`src/rtl/alu_cmd_initiator_pkg.sv`:
```
// Shared types and constants for the ALU command initiator and its checkers.
// Holds the FSM state set, the operand-class set and the multiply command codes.
package alu_cmd_initiator_pkg;

    localparam int DEF_WIDTH     = 8;
    localparam int DEF_CMD_WIDTH = 4;

    // Arithmetic commands that use the longer result latency
    localparam int CMD_MUL_INC = 9;
    localparam int CMD_MUL_SHL = 10;

    typedef enum logic [2:0] {
        ST_IDLE  = 3'd0,
        ST_FIRST = 3'd1,
        ST_GAP   = 3'd2,
        ST_DRIVE = 3'd3,
        ST_WAIT  = 3'd4,
        ST_RESP  = 3'd5
    } state_e;

    typedef enum logic [1:0] {
        CLS_BOTH    = 2'd0,
        CLS_A_ONLY  = 2'd1,
        CLS_B_ONLY  = 2'd2,
        CLS_ILLEGAL = 2'd3
    } opclass_e;

    // INP_VALID pattern presented while the full operand set is driven
    function automatic logic [1:0] class_inp_valid(opclass_e c);
        case (c)
            CLS_BOTH:   return 2'b11;
            CLS_A_ONLY: return 2'b01;
            CLS_B_ONLY: return 2'b10;
            default:    return 2'b00;
        endcase
    endfunction

endpackage

```
`src/rtl/alu_cmd_initiator_if.sv`:
```
// Request, ALU-facing and response signal bundle for the ALU command initiator.
// master = initiator side, slave = requester/ALU/consumer side.
interface alu_cmd_initiator_if
    import alu_cmd_initiator_pkg::*;
#(
    parameter int WIDTH     = DEF_WIDTH,
    parameter int CMD_WIDTH = DEF_CMD_WIDTH
) ();

    logic                 req_valid;
    logic                 req_ready;
    logic                 req_mode;
    logic [CMD_WIDTH-1:0] req_cmd;
    logic [WIDTH-1:0]     req_opa;
    logic [WIDTH-1:0]     req_opb;
    logic                 req_cin;
    logic                 req_split;
    logic [3:0]           req_gap;

    logic                 CE;
    logic                 MODE;
    logic [CMD_WIDTH-1:0] CMD;
    logic [1:0]           INP_VALID;
    logic [WIDTH-1:0]     OPA;
    logic [WIDTH-1:0]     OPB;
    logic                 CIN;

    logic [WIDTH:0]       RES;
    logic                 ERR;
    logic                 OFLOW;
    logic                 COUT;
    logic                 G;
    logic                 L;
    logic                 E;

    logic                 rsp_valid;
    logic                 rsp_ready;
    logic [WIDTH:0]       rsp_res;
    logic [5:0]           rsp_flags;

    modport master (
        input  req_valid, req_mode, req_cmd, req_opa, req_opb, req_cin, req_split, req_gap,
        output req_ready,
        output CE, MODE, CMD, INP_VALID, OPA, OPB, CIN,
        input  RES, ERR, OFLOW, COUT, G, L, E,
        output rsp_valid, rsp_res, rsp_flags,
        input  rsp_ready
    );

    modport slave (
        output req_valid, req_mode, req_cmd, req_opa, req_opb, req_cin, req_split, req_gap,
        input  req_ready,
        input  CE, MODE, CMD, INP_VALID, OPA, OPB, CIN,
        output RES, ERR, OFLOW, COUT, G, L, E,
        input  rsp_valid, rsp_res, rsp_flags,
        output rsp_ready
    );

endinterface

```
`src/rtl/alu_opclass_decode.sv`:
```
// Combinational decode of (mode, cmd) into the operand class the ALU expects.
// Reusable by protocol checkers that need the same classification.
module alu_opclass_decode
    import alu_cmd_initiator_pkg::*;
#(
    parameter int CMD_WIDTH = DEF_CMD_WIDTH
) (
    input  logic                 mode_i,
    input  logic [CMD_WIDTH-1:0] cmd_i,
    output opclass_e             cls_o
);

    always_comb begin
        cls_o = CLS_ILLEGAL;
        if (mode_i) begin
            case (cmd_i)
                CMD_WIDTH'(0), CMD_WIDTH'(1), CMD_WIDTH'(2), CMD_WIDTH'(3),
                CMD_WIDTH'(8), CMD_WIDTH'(9), CMD_WIDTH'(10): cls_o = CLS_BOTH;
                CMD_WIDTH'(4), CMD_WIDTH'(5):                 cls_o = CLS_A_ONLY;
                CMD_WIDTH'(6), CMD_WIDTH'(7):                 cls_o = CLS_B_ONLY;
                default:                                      cls_o = CLS_ILLEGAL;
            endcase
        end else begin
            case (cmd_i)
                CMD_WIDTH'(0), CMD_WIDTH'(1), CMD_WIDTH'(2), CMD_WIDTH'(3),
                CMD_WIDTH'(4), CMD_WIDTH'(5), CMD_WIDTH'(12), CMD_WIDTH'(13): cls_o = CLS_BOTH;
                CMD_WIDTH'(6), CMD_WIDTH'(8), CMD_WIDTH'(9):                  cls_o = CLS_A_ONLY;
                CMD_WIDTH'(7), CMD_WIDTH'(10), CMD_WIDTH'(11):                cls_o = CLS_B_ONLY;
                default:                                                      cls_o = CLS_ILLEGAL;
            endcase
        end
    end

endmodule

```
`src/rtl/alu_cmd_initiator.sv`:
```
// Sequences one ALU command at a time: optional split operand delivery with a gap,
// a drive cycle, a latency wait, then a held response until it is accepted.
module alu_cmd_initiator
    import alu_cmd_initiator_pkg::*;
#(
    parameter int WIDTH     = DEF_WIDTH,
    parameter int CMD_WIDTH = DEF_CMD_WIDTH,
    parameter int RES_LAT   = 1,
    parameter int MUL_LAT   = 2
) (
    input logic                 clk,
    input logic                 rst_n,
    alu_cmd_initiator_if.master bus
);

    localparam logic [2:0] IDLE  = ST_IDLE;
    localparam logic [2:0] FIRST = ST_FIRST;
    localparam logic [2:0] GAP   = ST_GAP;
    localparam logic [2:0] DRIVE = ST_DRIVE;
    localparam logic [2:0] WAIT  = ST_WAIT;
    localparam logic [2:0] RESP  = ST_RESP;

    logic [2:0]           state_q, state_d;
    logic [7:0]           cnt_q, cnt_d;
    logic                 mode_q;
    logic [CMD_WIDTH-1:0] cmd_q;
    logic [WIDTH-1:0]     opa_q, opb_q;
    logic                 cin_q;
    logic [3:0]           gap_q;
    opclass_e             cls_q;
    logic [WIDTH:0]       res_q;
    logic [5:0]           flags_q;

    opclass_e             req_cls;
    logic                 is_mul;
    logic                 pre_drive;
    logic                 last_wait;
    logic [1:0]           cls_iv;

    alu_opclass_decode #(.CMD_WIDTH(CMD_WIDTH)) u_dec (
        .mode_i (bus.req_mode),
        .cmd_i  (bus.req_cmd),
        .cls_o  (req_cls)
    );

    assign is_mul    = mode_q && (cmd_q == CMD_WIDTH'(CMD_MUL_INC) || cmd_q == CMD_WIDTH'(CMD_MUL_SHL));
    assign pre_drive = (state_q == FIRST) || (state_q == GAP);
    // A latency parameter of 0 is treated as 1 so WAIT can never stall
    assign last_wait = (state_q == WAIT) && (cnt_q <= 8'd1);
    assign cls_iv    = class_inp_valid(cls_q);

    // cnt_q counts remaining GAP cycles, then remaining WAIT cycles
    always_comb begin
        state_d = state_q;
        cnt_d   = cnt_q;
        case (state_q)
            IDLE:  if (bus.req_valid) state_d = (bus.req_split && req_cls == CLS_BOTH) ? FIRST : DRIVE;
            FIRST: begin
                if (gap_q != 4'd0) begin
                    state_d = GAP;
                    cnt_d   = {4'b0, gap_q};
                end else begin
                    state_d = DRIVE;
                end
            end
            GAP: begin
                if (cnt_q <= 8'd1) state_d = DRIVE;
                else               cnt_d   = cnt_q - 8'd1;
            end
            DRIVE: begin
                state_d = WAIT;
                cnt_d   = is_mul ? 8'(MUL_LAT) : 8'(RES_LAT);
            end
            WAIT: begin
                if (last_wait) state_d = RESP;
                else           cnt_d   = cnt_q - 8'd1;
            end
            RESP:    if (bus.rsp_ready) state_d = IDLE;
            default: state_d = IDLE;
        endcase
    end

    always_ff @(posedge clk or negedge rst_n) begin
        if (!rst_n) begin
            state_q <= IDLE;
            cnt_q   <= '0;
            mode_q  <= 1'b0;
            cmd_q   <= '0;
            opa_q   <= '0;
            opb_q   <= '0;
            cin_q   <= 1'b0;
            gap_q   <= '0;
            cls_q   <= CLS_ILLEGAL;
            res_q   <= '0;
            flags_q <= '0;
        end else begin
            state_q <= state_d;
            cnt_q   <= cnt_d;
            if (state_q == IDLE && bus.req_valid) begin
                mode_q <= bus.req_mode;
                cmd_q  <= bus.req_cmd;
                opa_q  <= bus.req_opa;
                opb_q  <= bus.req_opb;
                cin_q  <= bus.req_cin;
                gap_q  <= bus.req_gap;
                cls_q  <= req_cls;
            end
            if (last_wait) begin
                res_q   <= bus.RES;
                flags_q <= {bus.ERR, bus.OFLOW, bus.COUT, bus.G, bus.L, bus.E};
            end
        end
    end

    // Operand outputs are a function of held request state, so they keep their
    // last driven values through RESP and IDLE without extra registers.
    assign bus.req_ready = (state_q == IDLE);
    assign bus.CE        = pre_drive || (state_q == DRIVE) || (state_q == WAIT);
    assign bus.INP_VALID = pre_drive ? 2'b01 :
                           ((state_q == DRIVE) || (state_q == WAIT)) ? cls_iv : 2'b00;
    assign bus.OPA       = cls_iv[0] ? opa_q : '0;
    assign bus.OPB       = (cls_iv[1] && !pre_drive) ? opb_q : '0;
    assign bus.MODE      = mode_q;
    assign bus.CMD       = cmd_q;
    assign bus.CIN       = cin_q;
    assign bus.rsp_valid = (state_q == RESP);
    assign bus.rsp_res   = res_q;
    assign bus.rsp_flags = flags_q;

endmodule
```
`src/flat_wrapper.sv`:
```
// flat-port wrapper written by rule: the top's interface ports become plain ports
module alu_cmd_initiator_flat import alu_cmd_initiator_pkg::*;
#(
    parameter int WIDTH     = DEF_WIDTH,
    parameter int CMD_WIDTH = DEF_CMD_WIDTH,
    parameter int RES_LAT   = 1,
    parameter int MUL_LAT   = 2
)
  (clk, rst_n, bus_req_valid, bus_req_mode, bus_req_cmd, bus_req_opa, bus_req_opb, bus_req_cin, bus_req_split, bus_req_gap, bus_req_ready, bus_CE, bus_MODE, bus_CMD, bus_INP_VALID, bus_OPA, bus_OPB, bus_CIN, bus_RES, bus_ERR, bus_OFLOW, bus_COUT, bus_G, bus_L, bus_E, bus_rsp_valid, bus_rsp_res, bus_rsp_flags, bus_rsp_ready);
  alu_cmd_initiator_if #(.WIDTH(WIDTH), .CMD_WIDTH(CMD_WIDTH)) bus_i ();
  input logic clk;
  input logic rst_n;
  input wire logic [$bits(bus_i.req_valid)-1:0] bus_req_valid;
  input wire logic [$bits(bus_i.req_mode)-1:0] bus_req_mode;
  input wire logic [$bits(bus_i.req_cmd)-1:0] bus_req_cmd;
  input wire logic [$bits(bus_i.req_opa)-1:0] bus_req_opa;
  input wire logic [$bits(bus_i.req_opb)-1:0] bus_req_opb;
  input wire logic [$bits(bus_i.req_cin)-1:0] bus_req_cin;
  input wire logic [$bits(bus_i.req_split)-1:0] bus_req_split;
  input wire logic [$bits(bus_i.req_gap)-1:0] bus_req_gap;
  output wire logic [$bits(bus_i.req_ready)-1:0] bus_req_ready;
  output wire logic [$bits(bus_i.CE)-1:0] bus_CE;
  output wire logic [$bits(bus_i.MODE)-1:0] bus_MODE;
  output wire logic [$bits(bus_i.CMD)-1:0] bus_CMD;
  output wire logic [$bits(bus_i.INP_VALID)-1:0] bus_INP_VALID;
  output wire logic [$bits(bus_i.OPA)-1:0] bus_OPA;
  output wire logic [$bits(bus_i.OPB)-1:0] bus_OPB;
  output wire logic [$bits(bus_i.CIN)-1:0] bus_CIN;
  input wire logic [$bits(bus_i.RES)-1:0] bus_RES;
  input wire logic [$bits(bus_i.ERR)-1:0] bus_ERR;
  input wire logic [$bits(bus_i.OFLOW)-1:0] bus_OFLOW;
  input wire logic [$bits(bus_i.COUT)-1:0] bus_COUT;
  input wire logic [$bits(bus_i.G)-1:0] bus_G;
  input wire logic [$bits(bus_i.L)-1:0] bus_L;
  input wire logic [$bits(bus_i.E)-1:0] bus_E;
  output wire logic [$bits(bus_i.rsp_valid)-1:0] bus_rsp_valid;
  output wire logic [$bits(bus_i.rsp_res)-1:0] bus_rsp_res;
  output wire logic [$bits(bus_i.rsp_flags)-1:0] bus_rsp_flags;
  input wire logic [$bits(bus_i.rsp_ready)-1:0] bus_rsp_ready;
  assign bus_i.req_valid = bus_req_valid;
  assign bus_i.req_mode = bus_req_mode;
  assign bus_i.req_cmd = bus_req_cmd;
  assign bus_i.req_opa = bus_req_opa;
  assign bus_i.req_opb = bus_req_opb;
  assign bus_i.req_cin = bus_req_cin;
  assign bus_i.req_split = bus_req_split;
  assign bus_i.req_gap = bus_req_gap;
  assign bus_req_ready = bus_i.req_ready;
  assign bus_CE = bus_i.CE;
  assign bus_MODE = bus_i.MODE;
  assign bus_CMD = bus_i.CMD;
  assign bus_INP_VALID = bus_i.INP_VALID;
  assign bus_OPA = bus_i.OPA;
  assign bus_OPB = bus_i.OPB;
  assign bus_CIN = bus_i.CIN;
  assign bus_i.RES = bus_RES;
  assign bus_i.ERR = bus_ERR;
  assign bus_i.OFLOW = bus_OFLOW;
  assign bus_i.COUT = bus_COUT;
  assign bus_i.G = bus_G;
  assign bus_i.L = bus_L;
  assign bus_i.E = bus_E;
  assign bus_rsp_valid = bus_i.rsp_valid;
  assign bus_rsp_res = bus_i.rsp_res;
  assign bus_rsp_flags = bus_i.rsp_flags;
  assign bus_i.rsp_ready = bus_rsp_ready;
  alu_cmd_initiator #(.WIDTH(WIDTH), .CMD_WIDTH(CMD_WIDTH), .RES_LAT(RES_LAT), .MUL_LAT(MUL_LAT)) u_core (.clk(clk), .rst_n(rst_n), .bus(bus_i));
endmodule
```
`config.mk`:
```
export PLATFORM = sky130hd
export DESIGN_NAME = alu_cmd_initiator_flat
export DESIGN_NICKNAME = d
export VERILOG_FILES = /design/src/rtl/alu_cmd_initiator_pkg.sv /design/src/rtl/alu_cmd_initiator_if.sv /design/src/rtl/alu_opclass_decode.sv /design/src/rtl/alu_cmd_initiator.sv /design/src/flat_wrapper.sv
export SDC_FILE = /design/constraint.sdc
export NUM_CORES = 1
export LEC_CHECK = 0
export ABC_CLOCK_PERIOD_IN_PS = 2600
export CAP_MARGIN = 20
export CORE_UTILIZATION = 47
export CTS_BUF_LIST = sky130_fd_sc_hd__clkbuf_8
export DETAILED_ROUTE_END_ITERATION = 16
export GPL_TIMING_DRIVEN = 0
export PLACE_DENSITY_LB_ADDON = 0.2
export SETUP_SLACK_MARGIN = 0.05
export SKIP_CTS_REPAIR_TIMING = 1
export SYNTH_ARGS = -nofsm -noshare
export SYNTH_HDL_FRONTEND = slang
export SYNTH_SLANG_ARGS = --single-unit
export TNS_END_PERCENT = 10
```
`constraint.sdc`:
```
create_clock -name clk -period 2.6 [get_ports clk]
set_input_delay 0.65 -clock clk [delete_from_list [all_inputs] [get_ports clk]]
set_output_delay 0.65 -clock clk [all_outputs]
set_load 0.01 [all_outputs]
```
# After elaboration in Yosys (flattened, before gate mapping)
# Memory sizes are Yosys's and may differ from the RTL's.
# Cells that the tools add are included.
# op_classes
n_addsub	1
mul	0
n_div	0
n_lt_le_gt_ge	1
n_eq_ne	16
shifts	0
muxes	18
bitwise	0
reduce_logical	18
# ops
cell	n
$mux 8	5
$pmux 8 s4	1
$pmux 3 s6	1
$mux 3	4
$mux 2	5
$ne 2x2->1 const B	5
$eq 4x4->1 const B	2
$le 8x1->1 const B	1
$reduce_and 4->1	2
$reduce_bool 4->1	2
$sub 8x1->8 const B	1
$eq 3x2->1 const B	2
$eq 3x3->1 const B	2
$pmux 2 s3	1
$logic_and 1x1->1	5
$logic_or 1x1->1	5
$logic_not 2->1	2
$ne 2x1->1 const B	2
$eq 3x1->1 const B	1
$logic_not 3->1	1
$eq 2x1->1 const B	1
$eq 2x2->1 const B	1
$logic_not 1->1	1
$mux 1	1
# word_totals
reg_bits	54
latchBits	0
ramBits	0
mem_bits_ro	64
input_bits	46
output_inout_bits	42
wordCells	67
memories	2
# mem_list
name	words	word_bits	read_ports	rd_ports_with_merged_regs	write_ports	line	source
(name not given)	16	2	1	0	0	alu_opclass_decode.sv:16	case (cmd_i)
(name not given)	16	2	1	0	0	alu_opclass_decode.sv:24	case (cmd_i)

# Depth between registers and ports, before layout
# Gate-level depths: netlist (run 1).
# An unclocked memory read counts as a cell.
# depth
depth_word	7
ltp_mapped	8
depth_no_buf	7

# By module
# From an unflattened synthesis (run 1), not the netlist that was laid out.
# hier_totals
cells_unflattened	230
hier_area_um2	2765.2
# by_module_without_submodules
mod	n_inst	cells_each	area_each_um2	seq_area_each_um2
alu_cmd_initiator	1	215	2652.5	1353.8
alu_opclass_decode	1	15	112.6	0.0

# Worst setup path before layout (run 1)
# No wires, ideal clock.
# synth_timing
path_kind	register to register
start	register u_core.cnt_q[0]
end	register u_core.flags_q[0], in the netlist u_core.bus.rsp_flags[0]
setup_time_ns	0.125
arrival_time_ns	1.821
t_required_ns	2.475
path_slack_ns	0.654
stages_incl_launch_ff	8
path_buffers	1
synth_period_minus_slack_ns	1.946
path_cell_list	dfrtp_1 -> inv_1 -> ha_1 -> or2_2 -> and3_1 -> nand3_2 -> buf_2 -> mux2_2
# synth_between
elab_chain_cells	2
# synth_rtl
element	line	source
from (decl)	alu_cmd_initiator.sv:24	logic [7:0] cnt_q, cnt_d;
from (signal assigned)	alu_cmd_initiator.sv:98	cnt_q <= cnt_d;
$le 8x1->1	alu_cmd_initiator.sv:49	assign last_wait = (state_q == WAIT) && (cnt_q <= 8'd1);
$logic_and 1x1->1	alu_cmd_initiator.sv:49	
to (signal assigned)	alu_cmd_initiator.sv:110	flags_q <= {bus.ERR, bus.OFLOW, bus.COUT, bus.G, bus.L, bus.E};
to (decl)	alu_cmd_initiator.sv:32	logic [5:0] flags_q;
# Every way passes these cells.
# A chain may end at the register's enable or synchronous reset.

# Worst setup path in the final report (run 1)
# layout_timing
start	register u_core.state_q[1]
end	output port bus_OPB[4]
# layout_between
elab_chain_cells	5
elab_cells_between_ends	6
cone_classes	eq/ne (2); mux (1); reduce/logical (3)
# layout_rtl
element	line	source
from (decl)	alu_cmd_initiator.sv:23	logic [2:0] state_q, state_d;
from (signal assigned)	alu_cmd_initiator.sv:97	state_q <= state_d;
$eq 3x1->1 or $eq 3x2->1 (tied branches)	alu_cmd_initiator.sv:47	assign pre_drive = (state_q == FIRST) || (state_q == GAP);
$logic_or 1x1->1 (*)	alu_cmd_initiator.sv:47	
$logic_not 1->1 (*)	alu_cmd_initiator.sv:122	assign bus.OPB = (cls_iv[1] && !pre_drive) ? opb_q : '0;
$logic_and 1x1->1 (*)	alu_cmd_initiator.sv:122	
$mux 8 (*)	alu_cmd_initiator.sv:122	
to (decl)	flat_wrapper.sv:27	output wire logic [$bits(bus_i.OPB)-1:0] bus_OPB;
# Every way passes the cells marked *; elsewhere a longest branch is shown, timed or not.

==> impl_table.tex, run 1 <==
\begin{tabular}{lr}
\hline
Metric & Value \\
\hline
\multicolumn{2}{l}{\textbf{Worst setup path}} \\
\quad Sequence of cells on the critical path & buf\_2 -> xor2\_1 -> a21oi\_2 -> buf\_4 -> and2\_1 -> clkdlybuf4s50\_1 \\
\quad Category of the worst setup path capture point & primary output \\
\quad Element type at the critical path start & flip-flop \\
\quad Critical-path top delay cell & sky130\_fd\_sc\_hd\_\_clkdlybuf4s50\_1 \\
\quad Critical Path RT & 1.95 ns \\
\quad Worst R2R Path Depth & 7 \\
\quad Longest individual stage delay on the worst path & 0.53 ns \\
\quad Kind of cell with the highest combined delay on the critical path & buffers and inverters \\
\quad Reg2reg setup slack & 0.40 ns \\
\quad CP max FO & 10 \\
\quad Number of buffers and inverters on the critical path & 3 \\
\quad FF-to-FF Start & u\_core.cnt\_q[0] \\
\quad Crit Path Category & flip-flop to primary output \\
\quad Endpoint of the lowest-slack register-to-register path & u\_core.bus.rsp\_res[7] \\
\quad Arrival time reported for the critical path endpoint & 2.10 ns \\
\multicolumn{2}{l}{\textbf{Timing}} \\
\quad Achievable Freq & 0.364 GHz \\
\quad Time the worst path needs with I/O delays and setup & 2.75 ns \\
\quad Setup WS post-layout & -0.150 ns \\
\quad Number of failing hold endpoints at the final stage & 0 \\
\quad Number of failing setup endpoints in the final timing report & 6 \\
\quad Share of the clock period used by the worst path & 1.06 \\
\quad Max-slew headroom at the worst pin & 0.672 \\
\quad Max Slew Vio Count & 0 \\
\quad Maximum clock skew at final layout & 0.00449 ns \\
\quad Slew at the pin closest to its max-slew limit & 0.491 ns \\
\quad Unrepaired setup endpoints after global routing & yes \\
\multicolumn{2}{l}{\textbf{Yosys}} \\
\quad EDFF count, synth & 0 \\
\quad Portion of the post-synthesis area used by sequential elements & 0.511 \\
\quad Count of cell types in the netlist & 43 \\
\quad Mean Syn Cell Area & 9.43 sq um \\
\quad Number of cells produced by synthesis & 281 \\
\quad Count of state elements after synthesis & 54 \\
\quad Mapped Nets & 331 \\
\quad Synth async-reset ratio & 1.00 \\
\quad Cell area after synthesis & 2650 sq um \\
\quad Primary flip-flop cell chosen by synthesis mapping & sky130\_fd\_sc\_hd\_\_dfrtp\_1 \\
\quad Yosys warning total & 0 \\
\multicolumn{2}{l}{\textbf{Floorplanning}} \\
\quad Count of pins on the block boundary & 88 \\
\quad Die boundary width & 77.1 microns \\
\quad Height of the die & 77.1 microns \\
\quad Initial Utilization & 0.503 \\
\quad \# rows & 26 \\
\quad Overall die area & 5940 sq um \\
\quad Standard cell core area & 5270 sq um \\
\multicolumn{2}{l}{\textbf{CTS}} \\
\quad Clock-pin transition on the worst setup and hold timing paths & 0.09 ns \\
\quad TritonCTS Buffers & 5 \\
\quad Clock tree from TritonCTS & built \\
\quad Buffer depth of the longest clock path & 2 \\
\quad Max H-tree Level & 2 \\
\quad Clock insertion delay at the later pin of the skew report & 0.30 ns \\
\quad Total number of clock tree sinks & 54 \\
\quad Clock Tree Root & sky130\_fd\_sc\_hd\_\_clkbuf\_8 \\
\multicolumn{2}{l}{\textbf{GRT}} \\
\quad Wire length of the first global-routing pass & 10000 microns \\
\quad Number of antenna violations at the first check in global routing & 0 \\
\quad Maximum number of pins on one net before global-route repair & 41 \\
\quad Combined global-route utilization of all metal layers & 0.213 \\
\quad Leftover overflow at the end of global routing & 0 \\
\quad Number of global-route vias before repair & 2206 \\
\multicolumn{2}{l}{\textbf{Drt}} \\
\quad Vias/cell & 5.07 \\
\quad Total DRC errors in the routed layout & 0 \\
\quad Router iterations before antenna repair & 4 \\
\quad Routed len/inst & 13.4 microns \\
\quad ANT nets after route & 0 \\
\quad Number of violations reported at the end of detailed-routing iteration 0 & 109 \\
\quad Final wirelength & 5980 microns \\
\quad Detailed-route via count & 2268 \\
\multicolumn{2}{l}{\textbf{Power}} \\
\quad Power density normalized to cell area & 1130 nW/um\^{}2 \\
\quad Worst vdd rail ir drop & 789 uV \\
\quad Cell leakage power & 1.71 nW \\
\quad Post-route total power & 4.23 mW \\
\multicolumn{2}{l}{\textbf{Final layout}} \\
\quad Final-stage net count & 426 \\
\quad Number of filler cells placed in the layout & 419 \\
\quad Final Util & 0.708 \\
\quad Diode insertion count for antenna repair & 0 \\
\quad Proportion of layout cells with a drive suffix above 1 & 0.114 \\
\quad Area growth syn-to-layout & 40.9\% \\
\multicolumn{2}{l}{\textbf{Placed design}} \\
\quad Placed wire-length estimate after detailed placement & 4490 microns \\
\quad Input/output buffers & 87 \\
\quad Gpl congestion & 0.849 \\
\multicolumn{2}{l}{\textbf{Min path}} \\
\quad Worst hold-check path type & primary input to async pin \\
\multicolumn{2}{l}{\textbf{Run}} \\
\quad Max-capacitance violation count & 0 \\
\multicolumn{2}{l}{\textbf{Status}} \\
\quad Violated checks & setup timing \\
\quad Outcome & finished, violations left \\
\hline
\end{tabular}
sequential cells by signal, summed over array words and instances, names as in the netlist:
| name | cells |
|---|---|
| u_core.bus.rsp_res | 9 |
| u_core.cnt_q | 8 |
| u_core.opa_q | 8 |
| u_core.opb_q | 8 |
| u_core.bus.rsp_flags | 6 |
| u_core.bus.CMD | 4 |
| u_core.gap_q | 4 |
| u_core.state_q | 3 |
| u_core.cls_q | 2 |
| u_core.bus.CIN | 1 |
| u_core.bus.MODE | 1 |
placed cells by master (no fill, tap or decap), types with 3 or more instances in the layout:
| cell type | synthesis | final |
|---|---|---|
| sky130_fd_sc_hd__nand2_1 | 90 | 90 |
| sky130_fd_sc_hd__clkdlybuf4s50_1 | 0 | 83 |
| sky130_fd_sc_hd__dfrtp_1 | 52 | 50 |
| sky130_fd_sc_hd__o21ai_0 | 14 | 14 |
| sky130_fd_sc_hd__nor2b_1 | 10 | 10 |
| sky130_fd_sc_hd__and2_1 | 10 | 10 |
| sky130_fd_sc_hd__nor2_1 | 10 | 9 |
| sky130_fd_sc_hd__mux2_2 | 9 | 9 |
| sky130_fd_sc_hd__a21oi_1 | 8 | 7 |
| sky130_fd_sc_hd__mux2_1 | 7 | 7 |
| sky130_fd_sc_hd__inv_1 | 5 | 6 |
| sky130_fd_sc_hd__nor3_1 | 5 | 5 |
| sky130_fd_sc_hd__buf_2 | 3 | 5 |
| sky130_fd_sc_hd__clkbuf_1 | 7 | 5 |
| sky130_fd_sc_hd__xor2_1 | 5 | 5 |
| sky130_fd_sc_hd__clkbuf_8 | 0 | 5 |
| sky130_fd_sc_hd__nand2b_1 | 4 | 4 |
| sky130_fd_sc_hd__ha_1 | 4 | 4 |
| sky130_fd_sc_hd__a21oi_2 | 2 | 3 |
| sky130_fd_sc_hd__or3_1 | 3 | 3 |
| sky130_fd_sc_hd__dlymetal6s2s_1 | 0 | 3 |
metal layers:
layer	track usage	part of all wire	vias up
li1	-	-	1124
met1	0.270	0.45	1064
met2	0.357	0.47	76
met3	0.0679	0.069	4
met4	0.0453	0.0054	0
met5	0	0	-
cell usage after synthesis (2+ instances only):
library cell	instances	area share
sky130_fd_sc_hd__a21o_1	2	0.0057
sky130_fd_sc_hd__and2_1	10	0.024
sky130_fd_sc_hd__nor2b_1	10	0.024
sky130_fd_sc_hd__nor3_1	5	0.0094
sky130_fd_sc_hd__a21oi_1	8	0.015
sky130_fd_sc_hd__nand3_1	2	0.0038
sky130_fd_sc_hd__dfrtp_1	52	0.49
sky130_fd_sc_hd__nor2_1	10	0.014
sky130_fd_sc_hd__buf_1	2	0.0028
sky130_fd_sc_hd__a31oi_1	2	0.0047
sky130_fd_sc_hd__o21ai_2	2	0.0066
sky130_fd_sc_hd__mux2_2	9	0.038
sky130_fd_sc_hd__nand2b_1	4	0.0094
sky130_fd_sc_hd__clkbuf_1	7	0.0099
sky130_fd_sc_hd__xnor2_1	2	0.0066
sky130_fd_sc_hd__a21oi_2	2	0.0066
sky130_fd_sc_hd__mux2_1	7	0.030
sky130_fd_sc_hd__o21ai_0	14	0.026
sky130_fd_sc_hd__dfstp_2	2	0.020
sky130_fd_sc_hd__inv_1	5	0.0071
sky130_fd_sc_hd__ha_1	4	0.019
sky130_fd_sc_hd__or3_1	3	0.0071
sky130_fd_sc_hd__nand2_1	90	0.13
sky130_fd_sc_hd__buf_2	3	0.0057
sky130_fd_sc_hd__xor2_1	5	0.017
sky130_fd_sc_hd__nor4_1	2	0.0047
power breakdown:
group / internal [mW] / switching (mW) / total (mW)
sequential: 1.25 / 0.303 / 1.55
clock: 0.187 / 0.263 / 0.450
combinational: 1.18 / 1.05 / 2.23
cell families after synthesis:
kind of cell	share of synthesized area
compound gates	0.0996
xor+xnor	0.0231
fa+ha+maj	0.0189
buf+inv	0.0297
flops	0.511
mux	0.0680
simple gates	0.250
worst max-delay path by stage:
stage                       from  depth (start not counted)                      end  slack, ns
3_5_place_dp   u_core.state_q[1]                          5               bus_OPB[2]      -0.21
4_1_cts        u_core.state_q[1]                          5               bus_OPB[2]      -0.55
5_1_grt        u_core.state_q[1]                          6               bus_OPB[3]      -0.25
6_report       u_core.state_q[1]                          6               bus_OPB[4]      -0.15
2_1_floorplan    u_core.cnt_q[0]                          7  u_core.bus.rsp_flags[0]       0.65
3_3_place_gp               rst_n                          1          u_core.opb_q[0]      -0.71
through the flow:
step	hold slack (ns)	std cells	worst slack, ns	instance area (sq um)	TNS [ns]
finish	0.245	447	-0.150	3730	-0.745
global route	0.257	447	-0.253	3730	-1.50
CTS	0.248	447	-0.545	3710	-5.25
detailed placement	0.455	439	-0.214	3620	-1.56
global placement	0.449	438	-0.715	3610	-38.71
floorplan	0.354	281	0.654	2650	0
cell type report:
type                            count  area, sq um  area share
Tap cell                           70         87.6      0.0235
Inverter                            5         18.8     0.00503
Clock buffer                        5         68.8      0.0184
Buffer                             12         60.1      0.0161
Sequential cell                    54         1360       0.363
Clock inverter                      3         17.5     0.00469
Timing Repair Buffer               89          901       0.241
Multi-Input combinational cell    209         1220       0.328
No activity file was read; power rests on OpenSTA's default activity.
==> run 2, diff against run 1 <==
PLACE_DENSITY = 0.87   (was default)
PLACE_DENSITY_LB_ADDON = default   (was 0.2)
==> run 2 against run 1 <==
Net effect: the flow still finishes with violations (setup timing); clock power up 3%; flip-flop and latch count did not move; combinational power about the same; final cell count shrank 0.22%; clock skew increased by 0.0088 ns; fmax decreased by 0.12%; die area unchanged; critical path depth down 1; non-clock buffer count is 1 lower; power about the same; cell area about the same; first-iteration DRC count increased by 83%; highest routed layer unchanged.
==> impl_table.tex, run 2 (same netlist as run 1, synthesis figures left out) <==
\begin{tabular}{lr}
\hline
Metric & Value \\
\hline
\multicolumn{2}{l}{\textbf{Status}} \\
\quad Outcome & finished, violations left \\
\quad Violated checks & setup timing \\
\multicolumn{2}{l}{\textbf{Worst setup path}} \\
\quad Sequence of cells on the critical path & buf\_4 -> xor2\_1 -> a21oi\_2 -> and2\_1 -> clkdlybuf4s50\_1 \\
\quad Longest individual stage delay on the worst path & 0.54 ns (about the same) \\
\quad Reg2reg setup slack & 0.43 ns (+0.03 ns) \\
\quad CP max FO & 10 (unchanged) \\
\quad FF-to-FF Start & u\_core.cnt\_q[0] \\
\quad Kind of cell with the highest combined delay on the critical path & buffers and inverters \\
\quad Endpoint of the lowest-slack register-to-register path & u\_core.bus.rsp\_res[7] \\
\quad Worst R2R Path Depth & 7 (unchanged) \\
\quad Number of buffers and inverters on the critical path & 2 (-1) \\
\quad Element type at the critical path start & flip-flop \\
\quad Arrival time reported for the critical path endpoint & 2.10 ns (about the same) \\
\quad Category of the worst setup path capture point & primary output \\
\quad Crit Path Category & flip-flop to primary output \\
\quad Critical Path RT & 1.95 ns (about the same) \\
\quad Critical-path top delay cell & sky130\_fd\_sc\_hd\_\_clkdlybuf4s50\_1 \\
\multicolumn{2}{l}{\textbf{Drt}} \\
\quad Routed len/inst & 14.0 microns (+4.7\%) \\
\quad Detailed-route via count & 2314 (+2.0\%) \\
\quad Number of violations reported at the end of detailed-routing iteration 0 & 199 (+83\%) \\
\quad Total DRC errors in the routed layout & 0 (unchanged) \\
\quad ANT nets after route & 0 (unchanged) \\
\quad Vias/cell & 5.19 (+2.3\%) \\
\quad Final wirelength & 6240 microns (+4.5\%) \\
\quad Router iterations before antenna repair & 4 (unchanged) \\
\multicolumn{2}{l}{\textbf{Power}} \\
\quad Sequential share of power & 0.367 (about the same) \\
\quad Worst vdd rail ir drop & 563 uV (-29\%) \\
\quad Cell leakage power & 1.76 nW (+2.7\%) \\
\quad Power density normalized to cell area & 1130 nW/um\^{}2 (-0.11\%) \\
\quad Clock power share & 0.109 (+0.003) \\
\quad Net Sw Frac & 0.385 (+0.00310) \\
\quad Post-route total power & 4.23 mW (about the same) \\
\quad Total net switching power & 1.63 mW (+0.77\%) \\
\quad Relative contribution of combinational cells to total power & 0.524 (-0.002) \\
\quad Internal power of the cells & 2.60 mW (-0.55\%) \\
\multicolumn{2}{l}{\textbf{Timing}} \\
\quad Share of the clock period used by the worst path & 1.06 (+0.00129) \\
\quad Setup TNS & -0.339 ns (+0.406 ns) \\
\quad Max Slew Vio Count & 0 (unchanged) \\
\quad Max-slew headroom at the worst pin & 0.692 (+0.0199) \\
\quad Number of failing setup endpoints in the final timing report & 3 (-3) \\
\quad Number of failing hold endpoints at the final stage & 0 (unchanged) \\
\quad Unrepaired setup endpoints after global routing & yes \\
\quad Min Hold Slack & 0.266 ns (+0.0204 ns) \\
\quad Setup WS post-layout & -0.153 ns (-0.00335 ns) \\
\quad Achievable Freq & 0.363 GHz (-0.12\%) \\
\quad Time the worst path needs with I/O delays and setup & 2.75 ns (+0.00335 ns) \\
\quad Maximum clock skew at final layout & 0.0133 ns (+0.00883 ns) \\
\quad Slew at the pin closest to its max-slew limit & 0.462 ns (-0.0298 ns) \\
\multicolumn{2}{l}{\textbf{Floorplanning}} \\
\quad Overall die area & 5940 sq um (unchanged) \\
\quad Count of pins on the block boundary & 88 (unchanged) \\
\quad Initial Utilization & 0.503 (unchanged) \\
\quad Die boundary width & 77.1 microns (unchanged) \\
\quad Standard cell core area & 5270 sq um (unchanged) \\
\quad Height of the die & 77.1 microns (unchanged) \\
\quad \# rows & 26 (unchanged) \\
\multicolumn{2}{l}{\textbf{GRT}} \\
\quad Number of global-route vias before repair & 2266 (+2.7\%) \\
\quad Number of antenna violations at the first check in global routing & 0 (unchanged) \\
\quad Maximum number of pins on one net before global-route repair & 38 (-7.3\%) \\
\quad Wire length of the first global-routing pass & 10900 microns (+8.5\%) \\
\quad Combined global-route utilization of all metal layers & 0.232 (+0.0192) \\
\quad Leftover overflow at the end of global routing & 0 (unchanged) \\
\multicolumn{2}{l}{\textbf{CTS}} \\
\quad Buffer depth of the longest clock path & 2 (unchanged) \\
\quad Max H-tree Level & 2 (unchanged) \\
\quad Clock tree from TritonCTS & built \\
\quad Total number of clock tree sinks & 54 (unchanged) \\
\quad Clock Tree Root & sky130\_fd\_sc\_hd\_\_clkbuf\_8 \\
\quad Clock-pin transition on the worst setup and hold timing paths & 0.09 ns (about the same) \\
\quad TritonCTS Buffers & 5 (unchanged) \\
\quad Clock insertion delay at the later pin of the skew report & 0.31 ns (about the same) \\
\multicolumn{2}{l}{\textbf{Placed design}} \\
\quad Input/output buffers & 87 (unchanged) \\
\quad Gpl congestion & 0.864 (+1.9\%) \\
\quad Placed wire-length estimate after detailed placement & 4790 microns (+6.7\%) \\
\quad Inst Count DP & 439 (unchanged) \\
\multicolumn{2}{l}{\textbf{Final layout}} \\
\quad Number of filler cells placed in the layout & 399 (-4.8\%) \\
\quad Most used cells in the layout excluding fill and tap cells & sky130\_fd\_sc\_hd\_\_nand2\_1, sky130\_fd\_sc\_hd\_\_clkdlybuf4s50\_1, sky130\_fd\_sc\_hd\_\_dfrtp\_1 \\
\quad Area growth syn-to-layout & 41.0\% (about the same) \\
\quad Proportion of layout cells with a drive suffix above 1 & 0.112 (-0.00236) \\
\quad Final-stage net count & 425 (-0.23\%) \\
\quad Most common library cell in the layout ignoring fill and taps & sky130\_fd\_sc\_hd\_\_nand2\_1 \\
\quad Non-filler instance count after layout & 446 (-0.22\%) \\
\quad Flip-flop count of the largest register after layout & 9 (unchanged) \\
\quad Diode insertion count for antenna repair & 0 (unchanged) \\
\multicolumn{2}{l}{\textbf{Min path}} \\
\quad Worst hold-check path type & primary input to async pin \\
\multicolumn{2}{l}{\textbf{Run}} \\
\quad Max-capacitance violation count & 0 (unchanged) \\
\hline
\end{tabular}
run 2: power by group through the flow:
stage	clock network, mW	registers (mW)	logic, mW
final	0.462	1.55	2.21
after global routing	0.502	1.61	2.46
after detailed placement	0	1.55	2.24
after CTS	0.473	1.53	2.25
after global placement	0	1.52	2.18
after floorplan	0	1.56	1.20
run 2: how the worst max path moves through the flow:
stage,slack [ns],endpoint,cells after the start,start
2_1_floorplan,0.65,u_core.bus.rsp_flags[0],7,u_core.cnt_q[0]
3_3_place_gp,-0.66,u_core.opb_q[2],1,rst_n
4_1_cts,-0.50,bus_OPB[1],5,u_core.state_q[1]
6_report,-0.15,bus_OPB[7],5,u_core.state_q[1]
5_1_grt,-0.26,bus_OPB[7],5,u_core.state_q[1]
3_5_place_dp,-0.16,bus_OPB[1],5,u_core.state_q[1]
run 2: metrics by stage:
step                utilization  worst slack [ns]  instance area [sq um]
finish                    0.709            -0.153                   3740
global route              0.709            -0.261                   3740
detailed placement        0.688            -0.160                   3620
global placement          0.685            -0.660                   3610
floorplan                     -             0.654                   2650
CTS                       0.704            -0.501                   3710
run 2: final cells by class:
class	instances	area (sq um)	area share
timing repair buffer	88	901	0.241
inverter	5	18.8	0.00502
buffer	12	62.6	0.0167
sequential	54	1360	0.363
tap	70	87.6	0.0234
clock inverter	3	17.5	0.00469
clock buffer	5	68.8	0.0184
multi-input combinational	209	1220	0.328
run 2: routing by layer:
metal	track usage	wire, microns	vias up
met5	0	0	-
met2	0.375	2940	83
met1	0.307	2760	1094
met3	0.0690	457	11
met4	0.0585	93	0
li1	-	-	1126
run 2: worst register-to-register path, stage by stage (launching register included):
cell,delay [ns]
sky130_fd_sc_hd__dfrtp_1,0.45
sky130_fd_sc_hd__inv_1,0.08
sky130_fd_sc_hd__ha_1,0.23
sky130_fd_sc_hd__or2_2,0.30
sky130_fd_sc_hd__and3_1,0.21
sky130_fd_sc_hd__nand3_2,0.16
sky130_fd_sc_hd__buf_2,0.28
sky130_fd_sc_hd__mux2_2,0.37
